$ cat config.mk
export PLATFORM = sky130hd
export DESIGN_NAME = spike_event_encoder_flat
export DESIGN_NICKNAME = d
export VERILOG_FILES = /design/src/rtl/spike_event_encoder_if.sv /design/src/rtl/spike_event_encoder.sv /design/src/flat_wrapper.sv
export SDC_FILE = /design/constraint.sdc
export NUM_CORES = 1
export LEC_CHECK = 0
export ABC_AREA = 1
export CAP_MARGIN = 20
export CORE_ASPECT_RATIO = 0.5
export CORE_MARGIN = 5
export CORE_UTILIZATION = 35
export CTS_BUF_LIST = sky130_fd_sc_hd__clkbuf_4
export DETAILED_ROUTE_END_ITERATION = 8
export PLACE_DENSITY = 0.7
export SYNTH_ARGS = -nofsm -noshare
export SYNTH_HDL_FRONTEND = slang
export SYNTH_SLANG_ARGS = --single-unit
$ cat constraint.sdc
create_clock -name clk -period 1.5 [get_ports clk]
set_clock_uncertainty 0.2 [all_clocks]
set_input_delay 0.3 -clock clk [delete_from_list [all_inputs] [get_ports clk]]
set_output_delay 0.3 -clock clk [all_outputs]
set_load 0.005 [all_outputs]
$ cat src/rtl/spike_event_encoder_if.sv
// Spike vector in / address-event out handshake bundle.
// slave = encoder side, master = producer of spikes and event sink.
interface spike_event_encoder_if #(
  parameter int N  = 8,
  parameter int AW = 3
) ();
  logic [N-1:0]  spikes;
  logic          spikes_valid;
  logic          spikes_ready;
  logic [AW-1:0] evt_addr;
  logic          evt_last;
  logic          evt_none;
  logic          evt_valid;
  logic          evt_ready;

  modport slave (
    input  spikes,
    input  spikes_valid,
    output spikes_ready,
    output evt_addr,
    output evt_last,
    output evt_none,
    output evt_valid,
    input  evt_ready
  );

  modport master (
    output spikes,
    output spikes_valid,
    input  spikes_ready,
    input  evt_addr,
    input  evt_last,
    input  evt_none,
    input  evt_valid,
    output evt_ready
  );
endinterface

$ cat src/rtl/spike_event_encoder.sv
// Spike vector to address-event stream encoder, ascending index order.
// Optional event counter enabled by defining SPIKE_EVT_COUNT_EN.
module spike_event_encoder #(
  parameter int N  = 8,
  parameter int AW = 3
) (
  input  logic        clk,
  input  logic        rst_n,
`ifdef SPIKE_EVT_COUNT_EN
  input  logic        clr_count,
  output logic [15:0] evt_count,
`endif
  spike_event_encoder_if.slave bus
);

  typedef enum logic {IDLE, EMIT} state_t;

  state_t        state;
  logic [N-1:0]  pend;
  logic [N-1:0]  nxt_pend;
  logic          hs;
  logic          acc;

  function automatic logic [AW-1:0] low_idx(
    input logic [N-1:0] m
  );
    logic [AW-1:0] r;
    r = '0;
    for (int i = N - 1; i >= 0; i--)
      if (m[i]) r = AW'(i);
    return r;
  endfunction

  function automatic logic one_hot(
    input logic [N-1:0] m
  );
    return (m != '0) &&
           ((m & (m - N'(1))) == '0);
  endfunction

  assign hs = bus.evt_valid && bus.evt_ready;
  assign bus.spikes_ready =
    (state == IDLE) || (hs && bus.evt_last);
  assign acc = bus.spikes_valid && bus.spikes_ready;
  assign nxt_pend =
    pend & ~(N'(1) << bus.evt_addr);

  // pend still holds the bit of the beat on the bus
  always_ff @(posedge clk or negedge rst_n) begin
    if (!rst_n) begin
      state         <= IDLE;
      pend          <= '0;
      bus.evt_valid <= 1'b0;
      bus.evt_last  <= 1'b0;
      bus.evt_none  <= 1'b0;
      bus.evt_addr  <= '0;
    end else if (acc) begin
      state         <= EMIT;
      pend          <= bus.spikes;
      bus.evt_valid <= 1'b1;
      bus.evt_none  <= (bus.spikes == '0);
      bus.evt_last  <= (bus.spikes == '0) ||
                       one_hot(bus.spikes);
      bus.evt_addr  <= low_idx(bus.spikes);
    end else if (hs) begin
      pend <= nxt_pend;
      if (bus.evt_last) begin
        state         <= IDLE;
        bus.evt_valid <= 1'b0;
        bus.evt_last  <= 1'b0;
        bus.evt_none  <= 1'b0;
        bus.evt_addr  <= '0;
      end else begin
        bus.evt_addr <= low_idx(nxt_pend);
        bus.evt_last <= one_hot(nxt_pend);
      end
    end
  end

`ifdef SPIKE_EVT_COUNT_EN
  always_ff @(posedge clk or negedge rst_n) begin
    if (!rst_n)
      evt_count <= '0;
    else if (clr_count)
      evt_count <= '0;
    else if (hs && !bus.evt_none &&
             evt_count != 16'hFFFF)
      evt_count <= evt_count + 16'd1;
  end
`endif

endmodule

$ cat src/flat_wrapper.sv
// flat-port wrapper written by rule: the top's interface ports become plain ports
module spike_event_encoder_flat 
#(
  parameter int N  = 8,
  parameter int AW = 3
)
  (clk, rst_n, bus_spikes, bus_spikes_valid, bus_spikes_ready, bus_evt_addr, bus_evt_last, bus_evt_none, bus_evt_valid, bus_evt_ready);
  spike_event_encoder_if #(.N(N), .AW(AW)) bus_i ();
  input  logic clk;
  input  logic rst_n;
  input wire logic [$bits(bus_i.spikes)-1:0] bus_spikes;
  input wire logic [$bits(bus_i.spikes_valid)-1:0] bus_spikes_valid;
  output wire logic [$bits(bus_i.spikes_ready)-1:0] bus_spikes_ready;
  output wire logic [$bits(bus_i.evt_addr)-1:0] bus_evt_addr;
  output wire logic [$bits(bus_i.evt_last)-1:0] bus_evt_last;
  output wire logic [$bits(bus_i.evt_none)-1:0] bus_evt_none;
  output wire logic [$bits(bus_i.evt_valid)-1:0] bus_evt_valid;
  input wire logic [$bits(bus_i.evt_ready)-1:0] bus_evt_ready;
  assign bus_i.spikes = bus_spikes;
  assign bus_i.spikes_valid = bus_spikes_valid;
  assign bus_spikes_ready = bus_i.spikes_ready;
  assign bus_evt_addr = bus_i.evt_addr;
  assign bus_evt_last = bus_i.evt_last;
  assign bus_evt_none = bus_i.evt_none;
  assign bus_evt_valid = bus_i.evt_valid;
  assign bus_i.evt_ready = bus_evt_ready;
  spike_event_encoder #(.N(N), .AW(AW)) u_core (.clk(clk), .rst_n(rst_n), .bus(bus_i));
endmodule
* Word level (Yosys, flattened, before mapping)
Cells that the tools add are included.
Operators by class: magnitude comparators 0, muxes and demuxes 28, multiply operators 0, shifts and indexed selects 1, bitwise operators 5, add/sub/neg operators 2, divide/modulo/power cells 0, equal/unequal tests 0, reduce and logical (&&, ||, !) cells 15
Operators with widths (number):
- 3-bit two-way mux | 19
- 8-bit AND | 3
- 8-bit zero test | 3
- 8-bit two-way mux | 2
- 8-bit nonzero test | 2
- 8-bit by 1-bit subtractor with 8-bit output, second input constant | 2
- 8-bit inverter | 1
- 1-bit by 3-bit left shift with 8-bit output, first input constant | 1
- 1-bit two-way mux | 7
- 1-bit logical AND | 5
- 2-bit nonzero test | 2
- 1-bit logical OR | 2
- 2-bit AND reduction | 1
- 1-bit inverter | 1
Word-level totals: bits in latches 0, ROM bits 0, RAM bits 0, input bits 12, register bits after elaboration 14, memories kept 0, logic and storage cells 56

* Logic depth before layout (Yosys ltp)
Gate-level depths: netlist (run 1).
word-level depth 14, mapped depth 11, depth with buffers taken out 11

* Worst setup path after synthesis (run 1)
Ideal clock, no wire load.
path type register -> register, start point reg u_core.bus.evt_addr[1], end point reg u_core.bus.evt_last, period minus slack after synthesis 1.526 ns, stages on the path, launching flop included 12, arrival 1.253 ns, path slack -0.026 ns, cell sequence dfrtp_1 -> nor2_1 -> nand2_1 -> nand2_2 -> nand2_4 -> nor2_4 -> nand2_1 -> nand2_1 -> nand2_1 -> inv_1 -> nand2_1 -> a21oi_2
On the way: word-level cells in the longest chain between the ends 10, elaborated cells on any way between the ends 11
Ends and longest elaborated chain:
- start, declared | RTL line spike_event_encoder_if.sv:20 | output evt_addr,
- start signal, assigned | RTL line spike_event_encoder.sv:64 | bus.evt_addr <= low_idx(bus.spikes);
- start signal, assigned | RTL line spike_event_encoder.sv:74 | bus.evt_addr <= low_idx(nxt_pend);
- 1-bit by 3-bit left shift with 8-bit output (*) | RTL line spike_event_encoder.sv:46 | pend & ~(N'(1) << bus.evt_addr);
- 8-bit inverter (*) | RTL line spike_event_encoder.sv:46
- 8-bit AND (*) | RTL line spike_event_encoder.sv:46
- 8-bit by 1-bit subtractor with 8-bit output | RTL line spike_event_encoder.sv:38 | ((m & (m - N'(1))) == '0);
- 8-bit AND | RTL line spike_event_encoder.sv:38
- 8-bit zero test | RTL line spike_event_encoder.sv:38
- 1-bit logical AND (*) | RTL line spike_event_encoder.sv:37 | return (m != '0) &&
- 1-bit two-way mux (*) | RTL line spike_event_encoder.sv:67 | if (bus.evt_last) begin
- 1-bit two-way mux (*) | RTL line spike_event_encoder.sv:65 | end else if (hs) begin
- 1-bit two-way mux (*) | RTL line spike_event_encoder.sv:57 | end else if (acc) begin
- end signal, assigned | RTL line spike_event_encoder.sv:62 | bus.evt_last <= (bus.spikes == '0) ||
- end signal, assigned | RTL line spike_event_encoder.sv:75 | bus.evt_last <= one_hot(nxt_pend);
- end, declared | RTL line spike_event_encoder_if.sv:21 | output evt_last,
Every way passes the cells marked *; elsewhere a longest branch is shown, timed or not. The select of a mux whose other input is x is not followed. A chain may end at the register's enable or synchronous reset.

* Worst setup path in the final report (run 1)
Ends and elaborated chain as after synthesis.

==> results of run 1 <==
==> cell families after synthesis <==
kind of cell / count (synthesis) / share of synthesized area [%]
AND/OR/NAND/NOR: 83 / 36.25
buffers and inverters: 20 / 7.421
AO/OA/AOI/OAI: 39 / 22.26
flip-flops: 14 / 34.06
==> flip-flops by register name, summed over array words and instances, names as in the netlist <==
signal	count
u_core.bus.evt_none	1
u_core.bus.evt_last	1
u_core.bus.evt_valid	1
u_core.bus.evt_addr	3
u_core.pend	8
==> layout by cell type (no fill, tap or decap), drive strengths merged <==
cell type | synthesis | final
or2 | 3 | 3
a22o | 1 | 1
o21ai | 17 | 17
nor2 | 22 | 22
nand3 | 10 | 10
a21oi | 12 | 12
nand2 | 47 | 47
o221ai | 1 | 1
clkdlybuf4s50 | 0 | 10
dlygate4sd2 | 0 | 2
inv | 18 | 18
o21bai | 2 | 2
nor3 | 1 | 1
clkbuf | 1 | 6
o211ai | 1 | 1
clkinv | 0 | 1
buf | 1 | 55
o22ai | 4 | 4
dfrtp | 14 | 14
a22oi | 1 | 1
==> area by class of cell <==
cell class | instances | area, um^2 | area share, %
repair buffers | 70 | 603.1 | 32.68
clock buffers | 3 | 22.52 | 1.220
well taps | 37 | 46.29 | 2.508
clock inverters | 1 | 3.754 | 0.2034
flip-flops and latches | 14 | 354.1 | 19.19
inverters | 18 | 72.57 | 3.932
multi-input cells | 122 | 743.2 | 40.27
==> power groups by stage <==
stage	combinational [mW]	clock, mW	sequential, mW
CTS	2.53	0.240	0.706
finish	2.98	0.266	0.757
global route	3.18	0.272	0.774
detailed placement	2.17	0	0.732
floorplan	1.10	0	0.716
global placement	2.13	0	0.726
==> per-stage QoR <==
| stage | utilization [%] | worst slack, ns |
|---|---|---|
| 2_1_floorplan | - | 0.003694 |
| 3_3_place_gp | 57.79 | -0.4412 |
| 3_5_place_dp | 57.79 | -0.4613 |
| 4_1_cts | 63.48 | -0.2217 |
| 5_1_grt | 68.35 | -0.3471 |
| 6_report | 68.35 | -0.2882 |
==> layer usage <==
layer,vias to the layer above,share of wire (%),global-route usage [%]
met1,644,43,24.52
met4,0,1.9,2.332
met3,8,8.8,3.710
li1,663,-,-
met2,63,47,29.95
met5,-,0,0
==> final timing paths <==
| check | start | end | cells past startpoint |
|---|---|---|---|
| worst min register to register | u_core.bus.evt_none | u_core.bus.evt_none | 2 |
| min in group clk | u_core.bus.evt_none | u_core.bus.evt_none | 2 |
| worst max-delay path | u_core.bus.evt_addr[1] | u_core.bus.evt_last | 11 |
| worst max register to register | u_core.bus.evt_addr[1] | u_core.bus.evt_last | 11 |
| worst min-delay path | rst_n | u_core.pend[0] | 2 |
| max in group asynchronous | rst_n | u_core.bus.evt_addr[0] | 2 |
==> repair_timing <==
item | in CTS | in global routing
endpoints found under the setup margin | 19 | 15
pin swaps | 13 | 20
buffers inserted | 8 | 4
gates resized for setup | 41 | 34
==> out/qor.csv, run 1 <==
metric,value,unit
Hold WC Path Type,in -> async,
Clock Path Buffers,2,
syn nets,168,
Final setup viols,10,
PortBufs,18,
Tot Pwr,4.008,mW
initial core utilization,38.09,%
antenna-violating nets left,0,
internal reg-to-reg setup slack,-0.29,ns
RD Place Congestion,0.8607,
Total Routing Usage GR,17.97,%
"Clk Latency, worst-skew pair",0.31,ns
total of max-cap violations,0,
CTS buffer count,3,
worst setup margin,-0.2882,ns
status,finished with violations,
Netlist cell types,26,
pin count of the biggest net entering global routing,15,
pwr dens,2172,nW/um^2
Fmax,0.5592,GHz
WP data required,1.55,ns
critical path class,reg -> reg,
average vias per placed instance,5.200,
Layout area overhead,79.44,%
Post-DP Area,1560,um^2
Final Instance Area,1846,um^2
die area,4188,um^2
unrepaired setup endpoints after global routing,yes,
area share of the largest cell type after synthesis,34.06,%
Post-Route WL,4.111,mm
Finished Layout Cells,265,
Top delay family on crit path,flip-flops,
grt total ovfl,0,
"Cell Area, Synth",1028,um^2
internal power,2.124,mW
CTS Hold Buffers Added,0,
Ports,19,
synth top area cells,"dfrtp_1, nand2_1, nor2_1",
Synth Instances,156,
Comb power frac,74.5,%
Pleak,0.9055,nW
CTS root buf,clkbuf_4,
clk sink count,14,
Setup crit start kind,register,
maximum vdd drop,747.6,uV
Antenna Cells,0,
register share of total power,18.9,%
DR WL/cell,15.51,um
"Min Clock Period, post-route",1.788,ns
"Primary FF master, synth",dfrtp_1,
TritonCTS clock tree,done,
critical path's largest stage delay,0.46,ns
setup tns final,-1.349,ns
Crit path top cell by count,nand2_1,
Clk pwr share,6.6,%
Synth Register Bits,14,
die width,86.66,um
"Max FO, Critical Path",4,
Sw Share,47.00,%
vias,1378,
"CTS clk-pin slew, worst paths",0.11,ns
most instantiated cells after synthesis,"nand2_1, nor2_1, dfrtp_1, o21ai_0, inv_1",
Worst Tran Pin Value,0.2597,ns
slew margin rel.,82.50,%
WP data arrival,1.84,ns
P_sw,1.884,mW
core box area,2700,um^2
nets,241,
most frequent cell after synthesis,nand2_1,
antenna violations before repair,0,
ys async rst share,100.0,%
DP HPWL,2.756,mm
"Seq/Total Area, Yosys",34.06,%
crit end category,register,
cell taking the most area after synthesis,dfrtp_1,
Cell Rows,13,
worst path buffer plus inverter count,3,
first-pass GRT wire length,6.058,mm
fin. max-slew vios,0,
drc violations,0,
Worst Hold Margin,0.1114,ns
layout cells sized above 1,47.81,%
synth warn,0,
DRT Pass-1 Iters,4,
number of global-route vias before repair,1264,
Post-Syn Area per Cell,6.593,um^2
critical-path cell list,buf_6 > nand2_2 > o21ai_4 > nand2_2 > inv_2 > nand2_1 > nand2_1 > nand2_1 > inv_1 > nand2_1 > a21oi_2,
Final period util,119.2,%
final hold violations,0,
CP max-delay cell,dfrtp_2,
Post-synth EDFFs,0,
height of the die,48.33,um
failing checks,negative setup slack,
initial DRC count,199,
placed cells,249,
H-tree levels,1,
Layout fillers,209,
No activity file was read; power rests on OpenSTA's default activity.
==> run 2, diff against run 1 <==
--- a/config.mk
+++ b/config.mk
@@ -16,3 +16,4 @@
 export SYNTH_ARGS = -nofsm -noshare
 export SYNTH_HDL_FRONTEND = slang
 export SYNTH_SLANG_ARGS = --single-unit
+export TNS_END_PERCENT = 5
==> constraint.sdc (replaced) <==
create_clock -name clk -period 1.5 [get_ports clk]
set_clock_uncertainty 0.2 [all_clocks]
set_input_delay 0.3 -clock clk [delete_from_list [all_inputs] [get_ports clk]]
set_output_delay 0.3 -clock clk [all_outputs]
set_load 0.02 [all_outputs]
==> out/qor.csv, run 2 (same netlist as run 1, synthesis figures left out) <==
metric,value,unit,change
internal power,1.764,mW,was 2.124 mW
max FFs per register,8,,unchanged
Final Instance Area,1647,um^2,was 1846 um^2
P_sw,1.665,mW,was 1.884 mW
"CTS clk-pin slew, worst paths",0.09,ns,was 0.11 ns
Pleak,0.8128,nW,was 0.9055 nW
Total Routing Usage GR,15.84,%,was 17.97%
WP data required,1.52,ns,was 1.55 ns
TritonCTS clock tree,done,,unchanged
Antenna Cells,0,,unchanged
initial core utilization,38.09,%,unchanged
vias,1269,,was 1378
Layout fillers,245,,was 209
average vias per placed instance,5.016,,was 5.200
worst setup margin,-0.1758,ns,was -0.2882 ns
Worst Tran Pin Value,0.2365,ns,was 0.2597 ns
Reg-to-Reg End,u_core.bus.evt_last,,unchanged
most frequent cells in the layout,"buf_4, nand2_1, nor2_1",,unchanged
clk sink count,14,,unchanged
antenna violations before repair,0,,unchanged
drc violations,0,,unchanged
fin. max-slew vios,0,,unchanged
register share of total power,22.6,%,was 18.9%
Hold WC Path Type,in -> async,,unchanged
first-pass GRT wire length,5.319,mm,was 6.058 mm
CTS Hold Buffers Added,0,,unchanged
placed cells,245,,was 249
"Max FO, Critical Path",5,,was 4
CTS root buf,clkbuf_4,,unchanged
maximum vdd drop,748.6,uV,was 747.6 uV
height of the die,48.33,um,unchanged
layout cells sized above 1,43.06,%,was 47.81%
end of the critical path,u_core.bus.evt_last,,unchanged
slew margin rel.,84.19,%,was 82.50%
Sw Share,48.56,%,was 47.00%
initial DRC count,119,,was 199
pin count of the biggest net entering global routing,15,,unchanged
antenna-violating nets left,0,,unchanged
die area,4188,um^2,unchanged
Largest regs,"u_core.pend (8), u_core.bus.evt_addr (3)",,unchanged
Clock Path Buffers,2,,unchanged
Biggest register,u_core.pend,,unchanged
internal reg-to-reg setup slack,-0.18,ns,was -0.29 ns
H-tree levels,1,,unchanged
DR WL/cell,13.17,um,was 15.51 um
Layout area overhead,60.10,%,was 79.44%
Ports,19,,unchanged
Fmax,0.5967,GHz,was 0.5592 GHz
pwr dens,2082,nW/um^2,was 2172 nW/um^2
WP data arrival,1.69,ns,was 1.84 ns
r2r startpoint,u_core.bus.evt_addr[1],,unchanged
"Min Clock Period, post-route",1.676,ns,was 1.788 ns
Final setup viols,6,,was 10
DP HPWL,2.613,mm,was 2.756 mm
crit end category,register,,unchanged
core box area,2700,um^2,unchanged
total of max-cap violations,0,,unchanged
CP startpoint,u_core.bus.evt_addr[1],,unchanged
Clk pwr share,6.6,%,about the same
Post-DP Area,1534,um^2,was 1560 um^2
Cell Rows,13,,unchanged
failing checks,negative setup slack,,unchanged
Setup crit start kind,register,,unchanged
"commonest non-fill, non-tap cell in the layout",buf_4,,unchanged
Finished Layout Cells,253,,was 265
Final period util,111.7,%,was 119.2%
RD Place Congestion,0.8919,,was 0.8607
PortBufs,18,,unchanged
critical path class,reg -> reg,,unchanged
number of global-route vias before repair,1116,,was 1264
grt total ovfl,0,,unchanged
multi-input combinational cell area,696.9,um^2,was 743.2 um^2
Post-Route WL,3.332,mm,was 4.111 mm
Comb power frac,70.8,%,was 74.5%
"Clk Latency, worst-skew pair",0.28,ns,was 0.31 ns
unrepaired setup endpoints after global routing,yes,,unchanged
DRT Pass-1 Iters,4,,unchanged
nets,229,,was 241
reg2reg path depth,9,,was 11
fin util,60.98,%,was 68.35%
Sequential Area,355.3,um^2,was 354.1 um^2
status,finished with violations,,unchanged
Worst Hold Margin,0.1139,ns,was 0.1114 ns
final hold violations,0,,unchanged
CTS buffer count,3,,unchanged
die width,86.66,um,unchanged
## run 2: cell count changes in the layout (fill, tap and decap cells not counted), moves of 2 or more
cell     change
buf_12       -2
buf_6        -9
inv_4        -2
nand2_1      +3
nand2_2      -2
## run 2: what timing repair did
item / in CTS / in global routing
resized for setup: 25 / 29
hold endpoints to repair: 0 / 0
pin swaps: 1 / 9
buffers inserted: 0 / 4
endpoints found under the setup margin: 19 / 16
## run 2: critical path: stages, from the launching register on
cell and delay, ns:
dfrtp_2 0.45, buf_4 0.14, nand3_1 0.09, nand2_2 0.12, nand2_2 0.09, o21bai_1 0.14
nand2_1 0.07, nor2_2 0.11, nand2_2 0.08, a21oi_2 0.11
## run 2: cell type report
| class | instances | area share (%) |
|---|---|---|
| Tap cell | 37 | 2.812 |
| Timing Repair Buffer | 58 | 27.58 |
| Inverter | 18 | 4.103 |
| Clock inverter | 1 | 0.2280 |
| Multi-Input combinational cell | 122 | 42.33 |
| Sequential cell | 14 | 21.58 |
| Clock buffer | 3 | 1.368 |
## run 2: layer usage
metal	wire (um)	global-route usage (%)	vias up
li1	-	-	634
met1	1612	23.37	598
met2	1551	23.73	35
met3	149	2.698	2
met4	19	3.886	0
met5	0	0	-
## run 2: worst min-delay path by stage
stage                              startpoint                      to  slack [ns]  cells past startpoint
after floorplan                         rst_n  u_core.bus.evt_addr[0]       -0.20                      0
after global placement    u_core.bus.evt_none     u_core.bus.evt_none        0.29                      2
after detailed placement  u_core.bus.evt_none     u_core.bus.evt_none        0.29                      2
after CTS                               rst_n          u_core.pend[1]        0.12                      2
after global routing                    rst_n  u_core.bus.evt_addr[0]        0.12                      2
final                                   rst_n  u_core.bus.evt_addr[0]        0.11                      2
## run 2: through the flow
step                total power, mW  worst slack (ns)  TNS, ns
finish                        3.429           -0.1758  -0.8016
global route                  3.703           -0.2784   -1.568
CTS                           3.159           -0.1934  -0.7305
detailed placement            2.927           -0.5499   -5.611
global placement              2.856           -0.5366   -4.965
floorplan                     1.910          -0.07752  -0.2222
## run 2: power groups by stage
stage	logic, mW	clock network [mW]	registers (mW)
after floorplan	1.12	0	0.794
after global placement	2.11	0	0.745
after detailed placement	2.17	0	0.756
after CTS	2.18	0.230	0.752
after global routing	2.65	0.255	0.794
final	2.43	0.225	0.775
